`src/rtl/dbg_seq_pkg.sv`:
```
// dbg_seq_pkg: debug-unit command codes and sequencer state encoding.
package dbg_seq_pkg;
  localparam logic [7:0] CMD_WRITE_IM = 8'h01;
  localparam logic [7:0] CMD_CONT     = 8'h02;
  localparam logic [7:0] CMD_STEP     = 8'h03;
  localparam logic [7:0] CMD_NEXT     = 8'h07;
  localparam logic [7:0] CMD_RESUME   = 8'h08;
  typedef enum logic [3:0] {
    S_IDLE       = 4'd0,
    S_CMD_LOAD   = 4'd1,
    S_SEND_WORD  = 4'd2,
    S_WAIT_TX    = 4'd3,
    S_CMD_MODE   = 4'd4,
    S_CMD_STEP   = 4'd5,
    S_WAIT_RESP  = 4'd6,
    S_CMD_RESUME = 4'd7,
    S_FINISH     = 4'd8,
    S_ERROR      = 4'd9
  } state_t;
endpackage

```
`src/rtl/seq_prog_ram.sv`:
```
// seq_prog_ram: program buffer with one write port and one registered read port.
module seq_prog_ram #(
  parameter int NB_INST    = 32,
  parameter int INST_DEPTH = 64,
  localparam int AW        = $clog2(INST_DEPTH)
) (
  input  logic               clk,
  input  logic               we,
  input  logic [AW-1:0]      waddr,
  input  logic [NB_INST-1:0] wdata,
  input  logic [AW-1:0]      raddr,
  output logic [NB_INST-1:0] rdata
);
  logic [NB_INST-1:0] mem [INST_DEPTH];
  always_ff @(posedge clk) begin
    if (we) mem[waddr] <= wdata;
    rdata <= mem[raddr];
  end
endmodule

```
`src/rtl/debug_cmd_sequencer.sv`:
```
// debug_cmd_sequencer: streams program words and run/step commands to a debug unit over UART.
// Define SEQ_TIMEOUT_EN to add a watchdog that traps stalled handshakes in the ERROR state.
module debug_cmd_sequencer
  import dbg_seq_pkg::*;
#(
  parameter int NB_DATA     = 8,
  parameter int NB_INST     = 32,
  parameter int INST_DEPTH  = 64,
  parameter int NB_STEP     = 8,
  parameter int RESP_BYTES  = 260,
  parameter int TIMEOUT_CYC = 2**20,
  localparam int AW         = $clog2(INST_DEPTH),
  localparam int NW         = $clog2(INST_DEPTH + 1)
) (
  input  logic               i_clock,
  input  logic               i_reset,
  input  logic               i_start,
  input  logic               i_mode,
  input  logic [NW-1:0]      i_n_inst,
  input  logic [NB_STEP-1:0] i_n_steps,
  input  logic               i_prog_we,
  input  logic [AW-1:0]      i_prog_addr,
  input  logic [NB_INST-1:0] i_prog_data,
  output logic [NB_DATA-1:0] o_tx_data,
  output logic               o_tx_start,
  input  logic               i_tx_done_tick,
  input  logic               i_rx_done_tick,
  output logic               o_busy,
  output logic               o_done,
  output logic               o_error,
  output logic [3:0]         o_state,
  output logic [NB_STEP-1:0] o_step_count
);
  localparam int NBYTE = NB_INST / NB_DATA;
  localparam int BW    = NBYTE > 1 ? $clog2(NBYTE) : 1;
  localparam int RW    = $clog2(RESP_BYTES + 1);
  state_t state, state_n, ret, after_tx;
  logic mode_q, last_byte, rx_hit, timeout, resp_full;
  logic [NW-1:0] n_inst_q, word_idx;
  logic [NB_STEP-1:0] n_steps_q, step_cnt;
  logic [BW-1:0] byte_idx;
  logic [RW-1:0] rx_cnt, rx_next;
  logic [NB_INST-1:0] rd_data;
  logic [NB_DATA-1:0] cur_byte;

  seq_prog_ram #(.NB_INST(NB_INST), .INST_DEPTH(INST_DEPTH)) u_ram (
    .clk(i_clock), .we(i_prog_we && !o_busy), .waddr(i_prog_addr), .wdata(i_prog_data),
    .raddr(word_idx[AW-1:0]), .rdata(rd_data)
  );

  assign cur_byte  = rd_data[NB_INST - 1 - int'(byte_idx) * NB_DATA -: NB_DATA];
  assign last_byte = byte_idx == BW'(NBYTE - 1);
  // the tick that coincides with the NEXT byte's tx_done is the first response byte
  assign rx_hit    = i_rx_done_tick && (state == S_WAIT_RESP ||
                     (state == S_WAIT_TX && ret == S_CMD_STEP && i_tx_done_tick));
  assign rx_next   = rx_cnt + RW'(rx_hit);
  assign resp_full = state == S_WAIT_RESP && rx_next == RW'(RESP_BYTES);

`ifdef SEQ_TIMEOUT_EN
  localparam int TW = $clog2(TIMEOUT_CYC + 1);
  logic [TW-1:0] wd;
  always_ff @(posedge i_clock or negedge i_reset)
    if (!i_reset) wd <= '0;
    else wd <= (state_n != state || i_tx_done_tick || i_rx_done_tick) ? '0 : wd + TW'(1);
  assign timeout = wd == TW'(TIMEOUT_CYC - 1) && !i_tx_done_tick && !i_rx_done_tick;
  assign o_error = state == S_ERROR;
`else
  assign timeout = TIMEOUT_CYC < 1;
  assign o_error = 1'b0;
`endif

  always_comb begin
    after_tx = ret == S_CMD_LOAD  ? S_SEND_WORD :
               ret == S_SEND_WORD ? (word_idx == n_inst_q ? S_CMD_MODE : S_SEND_WORD) :
               ret == S_CMD_MODE  ? (!mode_q ? S_FINISH : step_cnt == n_steps_q ? S_CMD_RESUME : S_CMD_STEP) :
               ret == S_CMD_STEP  ? S_WAIT_RESP : S_FINISH;
    state_n = state;
    case (state)
      S_IDLE:      if (i_start) state_n = i_n_inst != '0 ? S_CMD_LOAD : S_CMD_MODE;
      S_CMD_LOAD, S_SEND_WORD, S_CMD_MODE, S_CMD_STEP, S_CMD_RESUME: state_n = S_WAIT_TX;
      S_WAIT_TX:   state_n = i_tx_done_tick ? after_tx : timeout ? S_ERROR : state;
      S_WAIT_RESP: state_n = resp_full ? (step_cnt + 1'b1 == n_steps_q ? S_CMD_RESUME : S_CMD_STEP) :
                             timeout ? S_ERROR : state;
      S_FINISH:    state_n = S_IDLE;
      default:     state_n = state;
    endcase
  end

  always_ff @(posedge i_clock or negedge i_reset)
    if (!i_reset) begin
      state     <= S_IDLE;
      ret       <= S_IDLE;
      mode_q    <= 1'b0;
      n_inst_q  <= '0;
      n_steps_q <= '0;
      word_idx  <= '0;
      byte_idx  <= '0;
      step_cnt  <= '0;
      rx_cnt    <= '0;
    end else begin
      state <= state_n;
      if (state == S_IDLE && i_start) begin
        mode_q    <= i_mode;
        n_inst_q  <= i_n_inst;
        n_steps_q <= i_n_steps;
        word_idx  <= '0;
        byte_idx  <= '0;
        step_cnt  <= '0;
      end
      if (o_tx_start) ret <= state;
      if (state == S_SEND_WORD) begin
        byte_idx <= last_byte ? '0 : byte_idx + 1'b1;
        if (last_byte) word_idx <= word_idx + 1'b1;
      end
      if (state == S_CMD_STEP) rx_cnt <= '0;
      else if (rx_hit) rx_cnt <= rx_next;
      if (resp_full) step_cnt <= step_cnt + 1'b1;
    end

  assign o_tx_start   = state inside {S_CMD_LOAD, S_SEND_WORD, S_CMD_MODE, S_CMD_STEP, S_CMD_RESUME};
  assign o_tx_data    = state == S_CMD_LOAD   ? NB_DATA'(CMD_WRITE_IM) :
                        state == S_SEND_WORD  ? cur_byte :
                        state == S_CMD_MODE   ? NB_DATA'(mode_q ? CMD_STEP : CMD_CONT) :
                        state == S_CMD_STEP   ? NB_DATA'(CMD_NEXT) :
                        state == S_CMD_RESUME ? NB_DATA'(CMD_RESUME) : '0;
  assign o_busy       = state != S_IDLE && state != S_ERROR;
  assign o_done       = state == S_FINISH;
  assign o_state      = state;
  assign o_step_count = step_cnt;
endmodule

```
`config.mk`:
```
export PLATFORM = sky130hd
export DESIGN_NAME = debug_cmd_sequencer
export DESIGN_NICKNAME = d
export VERILOG_FILES = /design/src/rtl/dbg_seq_pkg.sv /design/src/rtl/seq_prog_ram.sv /design/src/rtl/debug_cmd_sequencer.sv
export SDC_FILE = /design/constraint.sdc
export NUM_CORES = 2
export LEC_CHECK = 0
export CAP_MARGIN = 30
export CORE_MARGIN = 2
export CORE_UTILIZATION = 50
export CTS_CLUSTER_SIZE = 16
export DETAILED_ROUTE_END_ITERATION = 7
export PLACE_DENSITY = 0.66
export SETUP_SLACK_MARGIN = 0.3
export SYNTH_ARGS = -nofsm -noshare
export SYNTH_HDL_FRONTEND = slang
export SYNTH_SLANG_ARGS = --single-unit
```
`constraint.sdc`:
```
create_clock -name i_clock -period 4.4 [get_ports i_clock]
set_input_delay 0.66 -clock i_clock [delete_from_list [all_inputs] [get_ports i_clock]]
set_output_delay 0.66 -clock i_clock [all_outputs]
set_load 0.02 [all_outputs]
```
==> impl_metrics.tcl <==
set metrics [dict create \
    outcome "completed" \
    pre_cts_slack_ns 0.638 \
    internal_power_mw 31.9 \
    finClkSkew_ns 0.0517 \
    p_leak_nw 29.7 \
    setup_tns_ns 0 \
    fillCellCount 11700 \
    cp_cell_sequence "mux4_2, nor3b_1, a21oi_1, nor3b_1, clkdlybuf4s50_1" \
    ys_seq_area_frac 0.776 \
    final_max_slew_viol_count 0 \
    fin_ws_ns 0.524 \
    end_kind "output pin" \
    seq_area_um2 63400 \
    io_buffers 82 \
    path_max_fanout 7 \
    rr_worst_depth 13 \
    r2r-start "o_state[0]" \
    cts_sinks 2130 \
    die_x_um 408 \
    dieArea_um2 167000 \
    place_congestion 0.849 \
    synth_fp_nets 3748 \
    relSlewSlack 0.340 \
    drt-pass1-iter-count 6 \
    synth_cells 3683 \
    grt_use_total 0.248 \
    postSynth.asyncResetShare 0.0235 \
    cts.htree.levels 4 \
    vias 40200 \
    numCtsBuffers 206 \
    reg2reg_to "o_step_count[5]" \
    ioPinCount 84 \
    area_growth_pct 14.2 \
    min_period_ns 3.88 \
    switching_share 0.197 \
    hold_class "in2reg" \
    overflow 0 \
    cp_common_cell "nor3b_1" \
    yosysWarnings 0 \
    path_class "reg2out" \
    grt_pass1_vias 40000 \
    clockBufferDepth 3 \
    total_power_mw 39.8 \
    syn_area_um2 81700 \
    holdCritStartpoint "i_prog_data[13]" \
    grt_pass1_wl_um 295000 \
    first_iter_violations 5403 \
    required_ns 3.74 \
    timing.fmax_mhz 258 \
    synth_top_flop_cell "edfxtp_1" \
    hold_violations 0 \
    clock_latency_ns 0.84 \
    worst_slew_pin_slew_ns 0.988 \
    core_area_um2 162000 \
    final_nets 4060 \
    power.density_nw_per_um2 426 \
    setup_violations 0 \
    yosys-top-cells-area "edfxtp_1, mux4_2, dfrtp_1, a22oi_1, dfxtp_1" \
    ys_seq_elements 2130 \
    antenna_found_initial 11 \
    hold_depth 1 \
    drcViolationCount 0 \
    start_util 0.503 \
    postSynthAreaPerCell_um2 22.2 \
    wirelength_um 206000 \
    fin_crit_sh 0.881 \
    crit_path_top_delay_cell "clkdlybuf4s50_1" \
    synth_edf_count 2048 \
    rsz0062_at_grt "false" \
    dieHeight_um 408 \
    multi_input_area_um2 17700 \
    dp_hpwl_um 125000 \
    ir_drop_mv 0.403 \
    switching_power_mw 7.85 \
    cpPeakStageDelay_ns 0.69 \
    clkPwrFrac 0.431 \
    ys_types 66 \
    synth_top_area_frac 0.753 \
    arrival_ns 3.22 \
    grt_start_max_net_pins 65 \
    synth_area_leader_cell "edfxtp_1" \
    clk_transition_reported_paths_ns 0.06 \
    vias_per_cell 6.34 \
    ant_nets 0 \
    rrSetupSlack_ns 0.67 \
    holdPathEnd "u_ram.mem[38][13]" \
    seqPwrFrac 0.558 \
    pwr-share-comb 0.011 \
    holdWs_ns 0.213 \
    drive_above_1_share 0.285 \
    critical_path.startpoint_type "flop" \
    std_cell_rows 148 \
    max_cap_violations 0 \
    cts_root_buffer "clkbuf_16" \
    wl_per_cell_um 32.5 \
    cts_tree "yes" \
]
## final cells by class
class / count / area share
Tap cell: 2175 / 0.0292
Multi-Input combinational cell: 1331 / 0.190
Clock inverter: 115 / 0.0104
Inverter: 12 / 0.000483
Timing Repair Buffer: 314 / 0.0305
Antenna cell: 2 / 0.0000536
Clock buffer: 263 / 0.0600
Sequential cell: 2130 / 0.680
## layout by cell type, fill, tap and decap left out, drive strengths merged, types with 11 or more instances in the layout
master / Yosys / routed
dfrtp: 50 / 50
nand2: 99 / 99
and3: 12 / 12
buf: 136 / 264
nor2b: 36 / 36
inv: 12 / 17
clkdlybuf4s50: 0 / 49
a211oi: 19 / 19
bufinv: 0 / 12
xor2: 17 / 17
o21ai: 52 / 52
edfxtp: 2048 / 2048
dfxtp: 32 / 32
mux4: 540 / 540
a22oi: 116 / 116
mux2i: 42 / 42
a22o: 29 / 29
nor2: 103 / 103
a21oi: 43 / 43
nor3: 11 / 11
a221oi: 26 / 26
nand3: 36 / 36
clkbuf: 74 / 263
clkinv: 0 / 94
and2: 13 / 13
## timing repair
| action | 4_1_cts | 5_1_grt |
|---|---|---|
| gates resized for setup | 0 | 1 |
| hold endpoints to repair | 50 | 0 |
| buffers inserted | 0 | 0 |
| hold buffers | 1 | 0 |
| endpoints found under the setup margin | 0 | 1 |
## cells in the mapped netlist, types with 3 or more instances
| cell type | instances |
|---|---|
| ha_1 | 5 |
| o31ai_1 | 8 |
| nor3b_1 | 3 |
| nand2_1 | 99 |
| a31oi_1 | 4 |
| or3_1 | 3 |
| nor4_1 | 3 |
| nand4_1 | 5 |
| a22oi_1 | 116 |
| o221a_1 | 4 |
| nor2b_1 | 36 |
| a311oi_1 | 7 |
| clkbuf_1 | 74 |
| dfrtp_1 | 50 |
| a221oi_1 | 26 |
| nand3_1 | 36 |
| mux2i_1 | 42 |
| o22ai_1 | 3 |
| nor2_1 | 103 |
| nor3_1 | 11 |
| buf_2 | 70 |
| o21ai_0 | 46 |
| and2_1 | 12 |
| buf_4 | 35 |
| o31a_1 | 9 |
| a22o_1 | 29 |
| mux2_2 | 9 |
| nand2b_1 | 8 |
| dfxtp_1 | 32 |
| xor2_1 | 17 |
| buf_1 | 29 |
| and3_1 | 12 |
| mux4_2 | 540 |
| a32oi_1 | 10 |
| o21ai_1 | 6 |
| nand3b_1 | 10 |
| a211oi_1 | 19 |
| inv_1 | 12 |
| xnor2_1 | 7 |
| a21boi_0 | 10 |
| edfxtp_1 | 2048 |
| a21oi_1 | 43 |
## layer usage
metal,track usage,wire (um)
met4,0.0728,5640
met2,0.383,97800
met5,0,38
met3,0.0463,18000
met1,0.366,84600
## power by group through the flow
| stage | Sequential [mW] | Clock (mW) | Combinational (mW) |
|---|---|---|---|
| floorplan | 22.6 | 0 | 0.0140 |
| global route | 22.2 | 18.1 | 0.480 |
| global placement | 22.6 | 0 | 0.423 |
| CTS | 22.2 | 17.4 | 0.448 |
| finish | 22.2 | 17.1 | 0.448 |
| detailed placement | 22.6 | 0 | 0.449 |
## cells by family (layout without fill, tap and decap cells)
group	Yosys count	in the layout	share of synthesized area
AND/OR/NAND/NOR	354	354	0.0207
flip-flops	2130	2130	0.776
multiplexers	592	592	0.155
buffers and inverters	222	704	0.0131
adder cells (fa/ha/maj)	5	5	0.000766
other	1	3	0.0000459
XOR/XNOR	24	24	0.00257
AO/OA/AOI/OAI	355	355	0.0313
## sequential cells by signal (all words and copies together), names as in the netlist
| register | flops |
|---|---|
| byte_idx | 2 |
| mode_q | 1 |
| n_inst_q | 7 |
| n_steps_q | 8 |
| o_state | 4 |
| o_step_count | 8 |
| ret | 4 |
| rx_cnt | 9 |
| u_ram.mem | 2048 |
| u_ram.rdata | 32 |
| word_idx | 7 |
## critical path, delay by kind of cell, from the launching register on
kind | cells | cell delay [ns]
buf+inv | 1 | 0.69
flops | 1 | 0.55
compound gates | 1 | 0.07
mux | 1 | 0.51
simple gates | 2 | 0.56
## stage by stage
stage	cells	cell area, um^2	util
4_1_cts	6338	93300	0.574
3_3_place_gp	5957	86700	0.534
5_1_grt	6341	93300	0.575
3_5_place_dp	5959	86700	0.534
6_report	6342	93300	0.575
2_1_floorplan	3683	81700	-
## how the worst max path moves through the flow
stage | from | to | slack (ns) | cells after the start
after floorplan | o_state[3] | u_ram.mem[46][0] | 0.96 | 7
after global placement | i_tx_done_tick | o_step_count[2] | 0.64 | 12
after detailed placement | i_tx_done_tick | o_step_count[5] | 0.64 | 12
after CTS | o_state[1] | o_tx_start | 0.43 | 5
after global routing | o_state[0] | o_busy | 0.32 | 7
final | byte_idx[0] | o_tx_data[3] | 0.52 | 5
Note: power is estimated with default switching activity, not from simulation.
